File: config.mk
export PLATFORM = sky130hd
export DESIGN_NAME = load_store_unit
export DESIGN_NICKNAME = d
export VERILOG_FILES = /design/src/rtl/load_store_unit.sv
export SDC_FILE = /design/constraint.sdc
export NUM_CORES = 1
export LEC_CHECK = 0
export CORE_MARGIN = 2
export CORE_UTILIZATION = 42
export DETAILED_ROUTE_END_ITERATION = 12
export PLACE_DENSITY = 0.8
export SYNTH_ARGS = -nofsm -noshare
export SYNTH_HDL_FRONTEND = slang
export SYNTH_SLANG_ARGS = --single-unit
File: constraint.sdc
create_clock -name clk -period 1.9 [get_ports clk]
set_input_delay 0.285 -clock clk [delete_from_list [all_inputs] [get_ports clk]]
set_output_delay 0.285 -clock clk [all_outputs]
set_load 0.01 [all_outputs]
File: src/rtl/load_store_unit.sv
// M-stage data-memory access unit: word-aligned req/gnt/rvalid requests, byte lanes, load extension.
// Latency: store 2 stall cycles, load 3; each gnt/rvalid delay cycle extends StallM by one.
module load_store_unit #(
  parameter int DATA_WIDTH = 32,
  parameter int ADDR_WIDTH = 32
) (
  input  logic                  clk,
  input  logic                  rst,
  input  logic                  MemReadM,
  input  logic                  MemWriteM,
  input  logic [2:0]            Funct3M,
  input  logic [ADDR_WIDTH-1:0] ALUResultM,
  input  logic [DATA_WIDTH-1:0] WriteDataM,
  output logic [DATA_WIDTH-1:0] ReadDataM,
  output logic                  StallM,
  output logic                  MisalignM,
  output logic                  mem_req,
  output logic                  mem_we,
  output logic [ADDR_WIDTH-1:0] mem_addr,
  output logic [DATA_WIDTH-1:0] mem_wdata,
  output logic [3:0]            mem_be,
  input  logic                  mem_gnt,
  input  logic                  mem_rvalid,
  input  logic [DATA_WIDTH-1:0] mem_rdata
);

  typedef enum logic [1:0] {S_IDLE, S_REQ, S_WAIT, S_DONE} state_e;

  state_e                state_q, state_d;
  logic                  mem_req_q, mem_we_q;
  logic [ADDR_WIDTH-1:0] mem_addr_q;
  logic [DATA_WIDTH-1:0] mem_wdata_q, rdata_q;
  logic [3:0]            mem_be_q;
  logic [1:0]            off_q;
  logic [2:0]            funct3_q;

  logic                  access, is_store, size_byte, size_half, misalign, capture;
  logic [3:0]            be_d;
  logic [DATA_WIDTH-1:0] wdata_d, load_ext;
  logic [7:0]            ld_byte;
  logic [15:0]           ld_half;
  logic                  ld_signed;

  assign access    = MemReadM | MemWriteM;
  assign is_store  = MemWriteM & ~MemReadM;
  // Funct3 011/110/111 fall through to word size.
  assign size_byte = (Funct3M[1:0] == 2'b00);
  assign size_half = (Funct3M[1:0] == 2'b01);
  assign misalign  = (size_half & ALUResultM[0]) |
                     (~size_byte & ~size_half & (ALUResultM[1:0] != 2'b00));

  always_comb begin
    be_d    = 4'b1111;
    wdata_d = WriteDataM;
    if (is_store) begin
      if (size_byte) begin
        be_d    = 4'b0001 << ALUResultM[1:0];
        wdata_d = {4{WriteDataM[7:0]}};
      end else if (size_half) begin
        be_d    = ALUResultM[1] ? 4'b1100 : 4'b0011;
        wdata_d = {2{WriteDataM[15:0]}};
      end
    end
  end

  always_comb begin
    ld_byte   = mem_rdata[8*off_q +: 8];
    ld_half   = mem_rdata[16*off_q[1] +: 16];
    ld_signed = ~funct3_q[2];
    case (funct3_q[1:0])
      2'b00:   load_ext = {{24{ld_signed & ld_byte[7]}}, ld_byte};
      2'b01:   load_ext = {{16{ld_signed & ld_half[15]}}, ld_half};
      default: load_ext = mem_rdata;
    endcase
  end

  always_comb begin
    state_d   = state_q;
    StallM    = 1'b0;
    MisalignM = 1'b0;
    capture   = 1'b0;
    case (state_q)
      S_IDLE: begin
        if (access) begin
          if (misalign) begin
            MisalignM = 1'b1;
          end else begin
            StallM  = 1'b1;
            capture = 1'b1;
            state_d = S_REQ;
          end
        end
      end
      S_REQ: begin
        StallM = 1'b1;
        if (mem_gnt) state_d = mem_we_q ? S_DONE : S_WAIT;
      end
      S_WAIT: begin
        StallM = 1'b1;
        if (mem_rvalid) state_d = S_DONE;
      end
      S_DONE: state_d = S_IDLE;
      default: state_d = S_IDLE;
    endcase
    // Reset overrides everything, including the combinational handshake outputs.
    if (rst) begin
      state_d   = S_IDLE;
      StallM    = 1'b0;
      MisalignM = 1'b0;
      capture   = 1'b0;
    end
  end

  always_ff @(posedge clk) begin
    if (rst) begin
      state_q     <= S_IDLE;
      mem_req_q   <= 1'b0;
      mem_we_q    <= 1'b0;
      mem_addr_q  <= '0;
      mem_wdata_q <= '0;
      mem_be_q    <= 4'b0000;
      rdata_q     <= '0;
      off_q       <= 2'b00;
      funct3_q    <= 3'b000;
    end else begin
      state_q <= state_d;
      if (capture) begin
        mem_req_q   <= 1'b1;
        mem_we_q    <= is_store;
        mem_addr_q  <= {ALUResultM[ADDR_WIDTH-1:2], 2'b00};
        mem_wdata_q <= wdata_d;
        mem_be_q    <= be_d;
        off_q       <= ALUResultM[1:0];
        funct3_q    <= Funct3M;
      end else if (state_q == S_REQ && mem_gnt) begin
        mem_req_q <= 1'b0;
      end
      if (state_q == S_WAIT && mem_rvalid) rdata_q <= load_ext;
    end
  end

  assign ReadDataM = rdata_q;
  assign mem_req   = mem_req_q;
  assign mem_we    = mem_we_q;
  assign mem_addr  = mem_addr_q;
  assign mem_wdata = mem_wdata_q;
  assign mem_be    = mem_be_q;

endmodule

==> reports/qor.csv <==
metric,value,unit
initial antenna violation count,1,
H-tree depth,3,
cell area after layout,7510,um^2
Worst Max-Slew Pin Slew,0.625,ns
CTS Hold Bufs,0,
Final Power,8.31,mW
GRT Overall Usage,24.8,%
Core ar.,10900,um^2
nets,830,
largest family of logic cells by synthesized area,compound AO/OA/AOI/OAI gates,
Critical R2R Launch,state_q[0],
Net Sw Frac,31.2,%
mux contribution to synthesized area,7.46,%
ANT nets after route,0,
Pint,5.72,mW
Comb power frac,38.7,%
drt pass-1 iters,5,
crit path DAT,2.09,ns
Setup CP Type,input pin to register,
Ports,209,
Chip Height,110,um
fmax,0.552,GHz
"commonest cells after routing, fill and taps aside","clkdlybuf4s50_1 (203), dfxtp_1 (107), a211oi_1 (54)",
"Top FF cell, synth",dfxtp_1,
first-pass GRT wire length,24800,um
simple-gate share of the synthesized area,15.1,%
Die Width,110,um
Pwr Density,1110,nW/um^2
Clock power frac,25.3,%
Worst Path Required,2.18,ns
crit path capture type,register,
Synth Area in Compound Gates,24.8,%
Placed Instances,845,
final WL,15700,um
Post-Syn Area,4760,um^2
leakage power,2.70,nW
Setup Skew,0.00751,ns
vias in the first global route,4865,
CTS buffer count,9,
DR iter-0 viols,251,
DIE AREA,12200,um^2
crit-path max FO,13,
synthesized flop and latch total,107,
fin cells,865,
share of power burned in registers,35.9,%
Initial Utilization,43.6,%
CTS tree,built,
Finish-stage setup viols,0,
Mapped Cells,509,
RSZ-0062 raised after global routing,false,
fin crit period,1.81,ns
worst skew pair latency,0.34,ns
gpl congestion,0.856,
Critical path origin,Funct3M[0],
setup TNS,0,ns
largest net degree at the start of global routing,56,
Peak VDD IR,0.658,mV
startpoint class of the critical path,input pin,
hold slack,0.439,ns
Worst Hold Class,input pin to register,
max-capacitance violation count,0,
# port buffers,206,
Avg Inst Size Synth,9.36,um^2
Area Overhead vs Synth,57.7,%
clk slew on worst S/H paths,0.07,ns
CTS root buf,clkbuf_16,
post-place setup slack,-0.445,ns
hold-critical path depth,3,
share of layout cells above drive strength 1,10.9,%
vias per cell,5.54,
min-delay src,rst,
NetSw,2.59,mW
Final Max Tran Viols,0,
outcome,completed,
placed inst area,7110,um^2
Clock Sinks,107,
total grt overflow,0,
ys async rst share,0,%
utilization after layout,68.7,%
Unique masters post-synth,47,
"Warnings, synthesis",0,
DR WL/cell,18.1,um
Final Cycle Share,95.4,%
Slew headroom,58.3,%
xor and xnor area share after synthesis,0,%
"commonest non-fill, non-tap cell in the layout",clkdlybuf4s50_1,
worst reg2reg path depth,10,
"EDFF count, synth",0,
register area share after synthesis,45.0,%
Post-Synth Adder-Cell Area,1.31,%
Max clock buf depth,2,
# rows,38,
DRC viols,0,
via count,4790,
final hold vios,0,
DPL Wire Length,11300,um
Setup WS post-layout,0.0879,ns
registers in the layout, indices dropped and copies added, names as in the netlist:
| signal | count |
|---|---|
| mem_req | 1 |
| mem_addr | 30 |
| state_q | 2 |
| ReadDataM | 32 |
| off_q | 2 |
| mem_be | 4 |
| funct3_q | 3 |
| mem_we | 1 |
| mem_wdata | 32 |
metal layers:
metal | vias to the layer above | GRT usage, % | routed length, um
li1 | 2291 | - | -
met1 | 2254 | 29.5 | 6470
met2 | 211 | 41.6 | 7480
met3 | 34 | 6.64 | 1200
met4 | 0 | 11.4 | 521
met5 | - | 0 | 0
critical path: stages:
cell	delay, ns
clkdlybuf4s50_1	0.43
buf_4	0.21
a21o_1	0.21
buf_4	0.15
and3_1	0.19
or4_1	0.47
a21oi_1	0.13
power by group through the flow:
stage	sequential (mW)	clock, mW	combinational [mW]
3_5_place_dp	3.02	0	3.10
3_3_place_gp	3.00	0	3.03
5_1_grt	3.04	2.22	3.46
4_1_cts	2.98	2.14	3.15
6_report	2.99	2.11	3.22
2_1_floorplan	3.18	0	1.32
synthesized netlist by cell type (all sizes together), types with 2 or more instances:
master | instances | area (um^2)
nand2 | 53 | 199
ha | 5 | 62.6
nand3b | 11 | 82.6
a32oi | 2 | 17.5
nor3 | 3 | 20.0
o21a | 2 | 15.0
mux2 | 9 | 101
and2 | 2 | 12.5
o22ai | 9 | 56.3
inv | 15 | 56.3
dfxtp | 107 | 2140
nand2b | 3 | 18.8
a21oi | 18 | 97.6
o211ai | 8 | 60.1
o21ai | 12 | 63.8
a211oi | 56 | 433
nor2 | 42 | 160
nor2b | 7 | 43.8
mux2i | 25 | 254
nor4 | 2 | 12.5
clkbuf | 21 | 78.8
nor4b | 7 | 61.3
buf | 26 | 163
nor4bb | 7 | 70.1
a22o | 42 | 368
nor3b | 2 | 15.0
o31ai | 2 | 15.0
what timing repair did:
| item | in CTS | in global routing |
|---|---|---|
| setup endpoints to repair | 45 | 77 |
| setup buffers | 0 | 2 |
| resized for setup | 11 | 7 |
| pin swaps | 1 | 4 |
| cloned | 1 | 1 |
cell families (layout without fill, tap and decap cells):
| group | after synthesis | count (layout) |
|---|---|---|
| compound gates | 158 | 158 |
| other cells | 1 | 3 |
| flops | 107 | 107 |
| mux | 34 | 34 |
| fa+ha+maj | 5 | 5 |
| simple gates | 142 | 143 |
| buf+inv | 62 | 275 |
worst paths after layout:
check,to,slack [ns]
worst max-delay path,state_q[1],0.09
worst min-delay path,state_q[1],0.44
worst max register to register,mem_addr[13],0.09
worst min register to register,mem_wdata[25],0.46
layout make-up:
| cell class | count | area [um^2] |
|---|---|---|
| sequential | 107 | 2140 |
| inverter | 15 | 56.3 |
| tap | 140 | 175 |
| clock buffer | 11 | 233 |
| timing repair buffer | 245 | 2430 |
| clock inverter | 4 | 98.8 |
| antenna | 1 | 2.50 |
| multi-input combinational | 342 | 2370 |
| fill | 849 | 3420 |
No activity file was read; power rests on OpenSTA's default activity.
